==> config.mk <==
export PLATFORM = sky130hd
export DESIGN_NAME = rvtu_valid_ctrl
export DESIGN_NICKNAME = d
export VERILOG_FILES = /design/src/rtl/rvtu_valid_ctrl.sv
export SDC_FILE = /design/constraint.sdc
export NUM_CORES = 1
export LEC_CHECK = 0
export CORE_MARGIN = 2
export CORE_UTILIZATION = 35
export CTS_BUF_LIST = sky130_fd_sc_hd__clkbuf_16
export CTS_CLUSTER_SIZE = 40
export DETAILED_ROUTE_END_ITERATION = 16
export GPL_TIMING_DRIVEN = 0
export REMOVE_ABC_BUFFERS = 1
export SETUP_SLACK_MARGIN = 0.1
export SYNTH_ARGS = -nofsm -noshare
export SYNTH_HDL_FRONTEND = slang
export SYNTH_SLANG_ARGS = --single-unit
==> constraint.sdc <==
create_clock -name clk -period 4.3 [get_ports clk]
set_input_delay 1.29 -clock clk [delete_from_list [all_inputs] [get_ports clk]]
set_output_delay 1.29 -clock clk [all_outputs]
set_load 0.02 [all_outputs]
==> src/rtl/rvtu_valid_ctrl.sv <==
// Sequencing controller for the single port of the RVTU 128-entry valid-bit array.
// Optional occupancy counter is built when RVTU_VALID_CTRL_COUNT_EN is defined.
module rvtu_valid_ctrl (
    input  logic       clk,
    input  logic       rst,
    input  logic       req_valid,
    output logic       req_ready,
    input  logic [1:0] req_op,
    input  logic [6:0] req_addr,
    output logic       resp_valid,
    output logic       resp_hit,
    input  logic       flush_start,
    output logic       flush_busy,
    output logic       flush_done,
    output logic [6:0] arr_addr,
    output logic       arr_wdata,
    output logic       arr_wen,
    input  logic       arr_rdata
`ifdef RVTU_VALID_CTRL_COUNT_EN
    ,
    output logic [7:0] valid_count
`endif
);

    localparam logic [1:0] OP_SET   = 2'b01;
    localparam logic [1:0] OP_CLR   = 2'b10;
    localparam logic [6:0] LAST_IDX = 7'd127;

    typedef enum logic [1:0] {
        ST_IDLE  = 2'b00,
        ST_RMW   = 2'b01,
        ST_FLUSH = 2'b10
    } state_t;

    state_t     state_r, state_s;
    logic       pend_r, pend_s;
    logic [6:0] addr_r, addr_s;
    logic       set_r, set_s;
    logic [6:0] cnt_r, cnt_s;
    logic       done_r, done_s;

    // Next-state and port-side outputs; array address is combinational so the
    // registered-address array returns data in the following cycle.
    always_comb begin
        state_s    = state_r;
        pend_s     = 1'b0;
        addr_s     = addr_r;
        set_s      = set_r;
        cnt_s      = cnt_r;
        done_s     = 1'b0;
        req_ready  = 1'b0;
        resp_valid = pend_r;
        resp_hit   = pend_r & arr_rdata;
        flush_busy = 1'b0;
        flush_done = done_r;
        arr_addr   = 7'd0;
        arr_wdata  = 1'b0;
        arr_wen    = 1'b0;

        case (state_r)
            ST_IDLE: begin
                if (flush_start) begin
                    state_s = ST_FLUSH;
                    cnt_s   = 7'd0;
                end else begin
                    req_ready = 1'b1;
                    if (req_valid) begin
                        arr_addr = req_addr;
                        if ((req_op == OP_SET) || (req_op == OP_CLR)) begin
                            addr_s  = req_addr;
                            set_s   = (req_op == OP_SET);
                            state_s = ST_RMW;
                        end else begin
                            pend_s = 1'b1;
                        end
                    end else begin
                        arr_addr = 7'd0;
                    end
                end
            end
            ST_RMW: begin
                arr_addr   = addr_r;
                arr_wen    = 1'b1;
                arr_wdata  = set_r;
                resp_valid = 1'b1;
                resp_hit   = arr_rdata;
                state_s    = ST_IDLE;
            end
            ST_FLUSH: begin
                flush_busy = 1'b1;
                arr_wen    = 1'b1;
                arr_addr   = cnt_r;
                if (cnt_r == LAST_IDX) begin
                    state_s = ST_IDLE;
                    done_s  = 1'b1;
                    cnt_s   = 7'd0;
                end else begin
                    cnt_s = cnt_r + 7'd1;
                end
            end
            default: begin
                state_s = ST_IDLE;
            end
        endcase

        // Outputs read as reset values for as long as rst is held.
        if (rst) begin
            req_ready  = 1'b0;
            resp_valid = 1'b0;
            resp_hit   = 1'b0;
            flush_busy = 1'b0;
            flush_done = 1'b0;
            arr_addr   = 7'd0;
            arr_wdata  = 1'b0;
            arr_wen    = 1'b0;
        end else begin
            flush_done = done_r;
        end
    end

    // Control state register.
    always_ff @(posedge clk) begin
        if (rst) begin
            state_r <= ST_IDLE;
            pend_r  <= 1'b0;
            addr_r  <= 7'd0;
            set_r   <= 1'b0;
            cnt_r   <= 7'd0;
            done_r  <= 1'b0;
        end else begin
            state_r <= state_s;
            pend_r  <= pend_s;
            addr_r  <= addr_s;
            set_r   <= set_s;
            cnt_r   <= cnt_s;
            done_r  <= done_s;
        end
    end

`ifdef RVTU_VALID_CTRL_COUNT_EN
    logic [7:0] count_r;

    // Occupancy tracks observed bit transitions; a completed flush empties it.
    always_ff @(posedge clk) begin
        if (rst) begin
            count_r <= 8'd0;
        end else if (done_s) begin
            count_r <= 8'd0;
        end else if (state_r == ST_RMW) begin
            if (set_r && !arr_rdata && (count_r < 8'd128)) begin
                count_r <= count_r + 8'd1;
            end else if (!set_r && arr_rdata && (count_r != 8'd0)) begin
                count_r <= count_r - 8'd1;
            end else begin
                count_r <= count_r;
            end
        end else begin
            count_r <= count_r;
        end
    end

    assign valid_count = count_r;
`endif

endmodule
==> results of run 1 <==
## state kept, by name, indices dropped and copies added (netlist names)
signal   count
pend_r       1
state_r      2
cnt_r        7
done_r       1
set_r        1
addr_r       7
## kinds of logic (layout without fill, tap and decap cells)
kind of cell / count (synthesis) / count (layout) / share of synthesized area [%]
AND/OR/NAND/NOR: 46 / 47 / 22.79
adder cells (fa/ha/maj): 7 / 7 / 8.139
buffers and inverters: 11 / 36 / 6.046
multiplexers: 9 / 9 / 8.837
AO/OA/AOI/OAI: 19 / 19 / 14.77
flip-flops: 19 / 19 / 35.35
XOR/XNOR: 5 / 5 / 4.070
## worst register-to-register path, delay by kind of cell, from the launching register on
kind	cells	cell delay, ns
buffers and inverters	1	0.11
muxes	1	0.20
and+or+nand+nor	3	0.62
DFF	1	0.34
adders and majority gates	1	0.29
## timing repair
action	in CTS	in global routing
cloned	0	1
gates resized for setup	11	0
endpoints found under the setup margin	14	1
## placed cells by master (no fill, tap or decap), drive strengths merged, types with 3 or more instances in the layout
cell type,synthesis,final
a222oi,7,7
xor2,4,4
clkdlybuf4s50,0,19
and3b,2,3
o21ai,3,3
nand2,3,3
nor2b,3,3
nor2,25,25
clkbuf,3,3
ha,7,7
mux2i,8,8
dfxtp,19,19
inv,5,5
nand4,4,4
dlygate4sd2,0,7
## path summary, 6_finish.rpt
| path | startpoint | to | depth (start not counted) |
|---|---|---|---|
| setup / recovery | flush_start | req_ready | 4 |
| hold / removal | set_r | set_r | 2 |
| setup reg to reg | state_r[0] | addr_r[6] | 6 |
| hold reg to reg | set_r | set_r | 2 |
## power groups by stage
| stage | combinational [uW] | clock (uW) | sequential [uW] |
|---|---|---|---|
| floorplan | 60.0 | 0 | 192 |
| global placement | 98.1 | 0 | 193 |
| detailed placement | 98.1 | 0 | 193 |
| CTS | 96.8 | 195 | 190 |
| global route | 108 | 203 | 191 |
| finish | 97.8 | 191 | 190 |
## layout make-up
type,instances,share of cell area (%)
multi-input combinational,87,44.99
timing repair buffer,27,18.45
tap,33,2.900
clock buffer,3,5.272
inverter,5,1.318
clock inverter,1,0.3515
sequential,19,26.71
## metal layers
layer / GRT usage [%] / vias up
met5: 0 / -
met4: 5.844 / 0
met3: 2.620 / 4
met2: 21.82 / 15
met1: 18.93 / 442
li1: - / 469
## through the flow
step	setup slack [ns]	std cells	setup TNS [ns]	utilization, %
5_1_grt	0.09722	175	0	47.82
3_5_place_dp	-0.4869	170	-3.953	45.04
2_1_floorplan	0.9925	110	0	-
3_3_place_gp	-0.5047	170	-4.030	45.04
4_1_cts	0.1808	174	0	47.52
6_report	0.1859	175	0	47.82
==> results_tabular.tex, run 1 <==
\begin{tabular}{lr}
\hline
Metric & Value \\
\hline
\multicolumn{2}{l}{\textbf{Route}} \\
\quad Routed wire per std cell & 13.64 um \\
\quad Routed Antenna Nets & 0 \\
\quad First-iteration detailed-routing DRC count & 77 \\
\quad Vias after detailed routing & 930 \\
\quad Routed met2 length & 1.130 mm \\
\quad Pre-Repair DR Iteration Count & 4 \\
\quad Top routing layer in use & met4 \\
\quad Routed length on met1 & 1.138 mm \\
\quad Detailed-route DRC error count & 0 \\
\quad Via-to-Cell Ratio & 5.314 \\
\quad Routed wire length & 2.387 mm \\
\quad Detail Route met3 WL & 91 um \\
\multicolumn{2}{l}{\textbf{Finish}} \\
\quad Area of all placed cells without fillers & 1424 um2 \\
\quad Number of nets in the final layout & 164 \\
\quad Share of final-layout standard cells stronger than drive strength 1 & 9.859\% \\
\quad Combined flip-flop and latch cell area & 380.4 um2 \\
\quad Multi-input logic area & 640.6 um2 \\
\quad \# fillers & 295 \\
\quad Total inserted antenna cells & 0 \\
\quad Area growth, synth to finish & 32.33\% \\
\multicolumn{2}{l}{\textbf{Setup path}} \\
\quad Cell family contributing the most delay on the critical path & buffers and inverters \\
\quad Required arrival time at the worst endpoint & 3.01 ns \\
\quad Cell repeated most along the worst path & clkdlybuf4s50\_1 \\
\quad Ordered cell list for the critical path & clkdlybuf4s50\_1 -> or2b\_2 -> nor2\_1 -> clkdlybuf4s50\_1 \\
\quad Sum of buffers and inverters on the critical path & 2 \\
\quad Crit-path max cell delay & 0.61 ns \\
\quad Launching element type of the critical path & input pin \\
\quad Critical path's slowest cell & clkdlybuf4s50\_1 \\
\quad Data arrival at the endpoint of the critical path & 2.82 ns \\
\quad Largest driver fanout on the critical path & 6 \\
\quad Worst R2R Setup Slack & 2.61 ns \\
\quad Kind of critical path & input pin to primary output \\
\quad Capturing element type of the critical path & primary output \\
\multicolumn{2}{l}{\textbf{STA}} \\
\quad Total count of hold-check failures in the final report & 0 \\
\quad Final Setup Violations & 0 \\
\quad Unrepaired setup endpoints after global routing & false \\
\quad Clock period minus final worst setup slack & 4.114 ns \\
\quad Worst-case headroom to the max-slew limit & 66.09\% \\
\quad Final cycle utilization of the critical path & 95.68\% \\
\quad Worst Skew & 0.002335 ns \\
\quad Worst Max-Slew Pin Slew & 0.5087 ns \\
\quad Fin. max-slew vios & 0 \\
\quad Max frequency & 243.1 MHz \\
\quad Hold slack final & 0.4904 ns \\
\multicolumn{2}{l}{\textbf{Floorplan}} \\
\quad Horizontal die dimension & 59.45 um \\
\quad Ports & 28 \\
\quad Site Rows & 20 \\
\quad Total Die Area & 3534 um2 \\
\quad Initial Util & 36.13\% \\
\quad Core footprint & 2978 um2 \\
\quad Die Span Y & 59.45 um \\
\multicolumn{2}{l}{\textbf{Logic synthesis}} \\
\quad \#FFs+latches synth & 19 \\
\quad Sequential-to-total area share from yosys stat & 35.35\% \\
\quad Ranking of synthesized cells by instance count & 25 x nor2\_1, 19 x dfxtp\_1, 8 x mux2i\_1, 7 x a222oi\_1, 7 x ha\_1 \\
\quad Synth cell types & 37 \\
\quad Count of flip-flops with a built-in enable after synthesis & 0 \\
\quad Cell taking the most area after synthesis & dfxtp\_1 \\
\quad Number of instances in the synthesized netlist & 116 \\
\quad Ranking of synthesized cells by area & dfxtp\_1 35\%, nor2\_1 8.7\%, ha\_1 8.1\% \\
\quad Most common flop cell mapped by yosys & dfxtp\_1 \\
\quad Average footprint of a synthesized cell & 9.276 um2 \\
\quad Portion of synthesized cell area occupied by the leading cell type & 35.35\% \\
\quad Share of synthesized flip-flops with an asynchronous set or reset & 0\% \\
\quad Yosys synthesis warning count & 0 \\
\quad Most common cell in the netlist & nor2\_1 \\
\quad Syn Std Cell Area & 1076 um2 \\
\multicolumn{2}{l}{\textbf{Placed design}} \\
\quad Routability-driven placement congestion ratio & 0.8031 \\
\quad Post-detailed-placement half-perimeter wirelength & 1.680 mm \\
\quad Placed Area & 1341 um2 \\
\quad Count of buffers from port buffering & 27 \\
\multicolumn{2}{l}{\textbf{Pwr}} \\
\quad Power per cell area & 336.0 nW/um2 \\
\quad Part of the total power dissipated in sequential elements & 39.6\% \\
\quad Total design power & 478.4 uW \\
\quad Fraction of power consumed by combinational cells & 20.4\% \\
\quad Switching pwr & 124.9 uW \\
\quad Static Leak & 0.0005820 uW \\
\quad Sw Ratio & 26.11\% \\
\quad Peak supply drop & 180.0 uV \\
\quad Relative contribution of the clock network to total power & 39.9\% \\
\quad Cell Int Power & 353.5 uW \\
\multicolumn{2}{l}{\textbf{Clock network}} \\
\quad Buffers from clock root to sink, at most & 2 \\
\quad Latest clock arrival within the worst-skew pair & 0.25 ns \\
\quad Worst-path clk slew & 0.05 ns \\
\quad Clk Tree Root Cell & clkbuf\_16 \\
\quad Total number of H-tree levels & 1 \\
\quad Count of clock tree sinks & 19 \\
\quad Buffer count from post-CTS setup fixing & 0 \\
\quad Count of hold buffers inserted by post-cts repair & 0 \\
\quad TritonCTS clock tree & yes \\
\quad Clock buffers created by TritonCTS & 3 \\
\multicolumn{2}{l}{\textbf{Global routing}} \\
\quad Antenna violations before repair & 0 \\
\quad Pin count of the biggest net entering global routing & 24 \\
\quad Via count of the first global-routing pass & 836 \\
\quad Overall routing resource usage & 14.03\% \\
\quad Global route total overflow & 0 \\
\quad Global-route wire length before repair & 3.746 mm \\
\multicolumn{2}{l}{\textbf{Run}} \\
\quad Number of maximum-capacitance constraint violations & 0 \\
\multicolumn{2}{l}{\textbf{Outcome}} \\
\quad Outcome & complete, no violations \\
\multicolumn{2}{l}{\textbf{Min path}} \\
\quad Worst min-delay path class & register to register \\
\hline
\end{tabular}
Note: power is estimated with default switching activity, not from simulation.
==> run 2: changes to the inputs <==
Settings changed: GPL_ROUTABILITY_DRIVEN from default to 0, SKIP_CTS_REPAIR_TIMING from default to 1.
==> results_tabular.tex, run 2 (synthesized netlist as in run 1, its figures left out) <==
\begin{tabular}{lr}
\hline
Metric & Value \\
\hline
\multicolumn{2}{l}{\textbf{Outcome}} \\
\quad Outcome & complete, no violations \\
\multicolumn{2}{l}{\textbf{Route}} \\
\quad Vias after detailed routing & 904 \\
\quad Pre-Repair DR Iteration Count & 5 \\
\quad Routed Antenna Nets & 0 \\
\quad First-iteration detailed-routing DRC count & 55 \\
\quad Detailed-route DRC error count & 0 \\
\quad Routed wire length & 2.298 mm \\
\quad Routed wire per std cell & 13.21 um \\
\quad Via-to-Cell Ratio & 5.195 \\
\multicolumn{2}{l}{\textbf{Floorplan}} \\
\quad Core footprint & 2978 um2 \\
\quad Die Span Y & 59.45 um \\
\quad Initial Util & 36.13\% \\
\quad Ports & 28 \\
\quad Site Rows & 20 \\
\quad Total Die Area & 3534 um2 \\
\quad Horizontal die dimension & 59.45 um \\
\multicolumn{2}{l}{\textbf{STA}} \\
\quad Max frequency & 245.3 MHz \\
\quad Worst Max-Slew Pin Slew & 0.4928 ns \\
\quad Clock period minus final worst setup slack & 4.077 ns \\
\quad Worst-case headroom to the max-slew limit & 67.15\% \\
\quad Sum of negative setup slack & 0 ns \\
\quad Worst Skew & 0.002466 ns \\
\quad Final setup slack of the worst path & 0.2233 ns \\
\quad Final cycle utilization of the critical path & 94.81\% \\
\quad Total count of hold-check failures in the final report & 0 \\
\quad Fin. max-slew vios & 0 \\
\quad Unrepaired setup endpoints after global routing & false \\
\quad Final Setup Violations & 0 \\
\multicolumn{2}{l}{\textbf{Finish}} \\
\quad \# fillers & 294 \\
\quad Multi-input logic area & 631.9 um2 \\
\quad Total inserted antenna cells & 0 \\
\quad Share of final-layout standard cells stronger than drive strength 1 & 9.929\% \\
\quad Largest registers & addr\_r x7, cnt\_r x7, state\_r x2 \\
\quad Commonest non-fill, non-tap cell in the layout & nor2\_1 \\
\quad Combined flip-flop and latch cell area & 380.4 um2 \\
\quad Commonest cells after routing, fill and taps aside & 25 x nor2\_1, 19 x dfxtp\_1, 19 x clkdlybuf4s50\_1 \\
\quad Number of nets in the final layout & 163 \\
\quad Area of all placed cells without fillers & 1435 um2 \\
\quad Area growth, synth to finish & 33.37\% \\
\multicolumn{2}{l}{\textbf{Setup path}} \\
\quad Ordered cell list for the critical path & clkdlybuf4s50\_1 -> or2b\_2 -> nor2\_1 -> clkdlybuf4s50\_1 \\
\quad Required arrival time at the worst endpoint & 3.01 ns \\
\quad Kind of critical path & input pin to primary output \\
\quad Launching element type of the critical path & input pin \\
\quad Capturing element type of the critical path & primary output \\
\quad Critical path's slowest cell & clkdlybuf4s50\_1 \\
\quad Data arrival at the endpoint of the critical path & 2.79 ns \\
\quad Largest driver fanout on the critical path & 5 \\
\quad Crit-path max cell delay & 0.61 ns \\
\quad Cell repeated most along the worst path & clkdlybuf4s50\_1 \\
\multicolumn{2}{l}{\textbf{Global routing}} \\
\quad Global route total overflow & 0 \\
\quad Overall routing resource usage & 13.99\% \\
\quad Antenna violations before repair & 0 \\
\quad Pin count of the biggest net entering global routing & 24 \\
\quad Via count of the first global-routing pass & 836 \\
\quad Global-route wire length before repair & 3.739 mm \\
\multicolumn{2}{l}{\textbf{Clock network}} \\
\quad Worst-path clk slew & 0.05 ns \\
\quad Total number of H-tree levels & 1 \\
\quad Count of clock tree sinks & 19 \\
\quad Clk Tree Root Cell & clkbuf\_16 \\
\quad Clock buffers created by TritonCTS & 3 \\
\quad Latest clock arrival within the worst-skew pair & 0.25 ns \\
\quad TritonCTS clock tree & yes \\
\quad Buffers from clock root to sink, at most & 2 \\
\multicolumn{2}{l}{\textbf{Pwr}} \\
\quad Peak supply drop & 179.8 uV \\
\quad Total design power & 476.5 uW \\
\quad Power per cell area & 332.0 nW/um2 \\
\quad Static Leak & 0.0006676 uW \\
\multicolumn{2}{l}{\textbf{Min path}} \\
\quad Worst min-delay path class & register to register \\
\multicolumn{2}{l}{\textbf{Placed design}} \\
\quad Count of buffers from port buffering & 27 \\
\quad Post-Place Worst Slack & -0.4869 ns \\
\quad Placed Area & 1341 um2 \\
\quad Post-detailed-placement half-perimeter wirelength & 1.680 mm \\
\multicolumn{2}{l}{\textbf{Run}} \\
\quad Number of maximum-capacitance constraint violations & 0 \\
\hline
\end{tabular}
## run 2: cell count changes in the layout (fill, tap and decap cells not counted)
cell	before	now
and3b_1	2	1
dlygate4sd2_1	7	0
clkdlybuf4s15_2	1	0
dlymetal6s2s_1	0	7
clkbuf_2	0	1
## run 2: metal layers
metal | up-vias | GRT usage (%) | wire (um)
li1 | 468 | - | -
met1 | 415 | 18.93 | 1086
met2 | 17 | 21.66 | 1086
met3 | 4 | 2.620 | 98
met4 | 0 | 5.844 | 27
met5 | - | 0 | 0
## run 2: metrics by stage
stage               cells  hold slack, ns  utilization, %
global route          174          0.5135           48.19
CTS                   174          0.4922           47.73
global placement      170          0.4675           45.04
finish                174          0.4906           48.19
detailed placement    170          0.4791           45.04
floorplan             110          0.4527               -
## run 2: power by group
part	internal [uW]	switching [uW]
Combinational	46.0	50.8
Clock	125	65.7
Sequential	183	6.32
## run 2: layout make-up
type,count,share of cell area [%]
multi-input cells,86,44.03
clock inverters,1,0.3487
repair buffers,27,19.70
well taps,33,2.877
clock buffers,3,5.231
flip-flops and latches,19,26.50
inverters,5,1.308
## run 2: worst paths after layout
path / depth (start not counted) / to / start / slack (ns)
worst max-delay path: 4 / req_ready / flush_start / 0.22
worst min-delay path: 2 / set_r / set_r / 0.49
worst max register to register: 6 / addr_r[6] / state_r[0] / 2.61
worst min register to register: 2 / set_r / set_r / 0.49
## run 2: worst max-delay path, delay by kind of cell
family | cells | cell delay (ns)
and+or+nand+nor | 2 | 0.42
buffers and inverters | 2 | 1.08
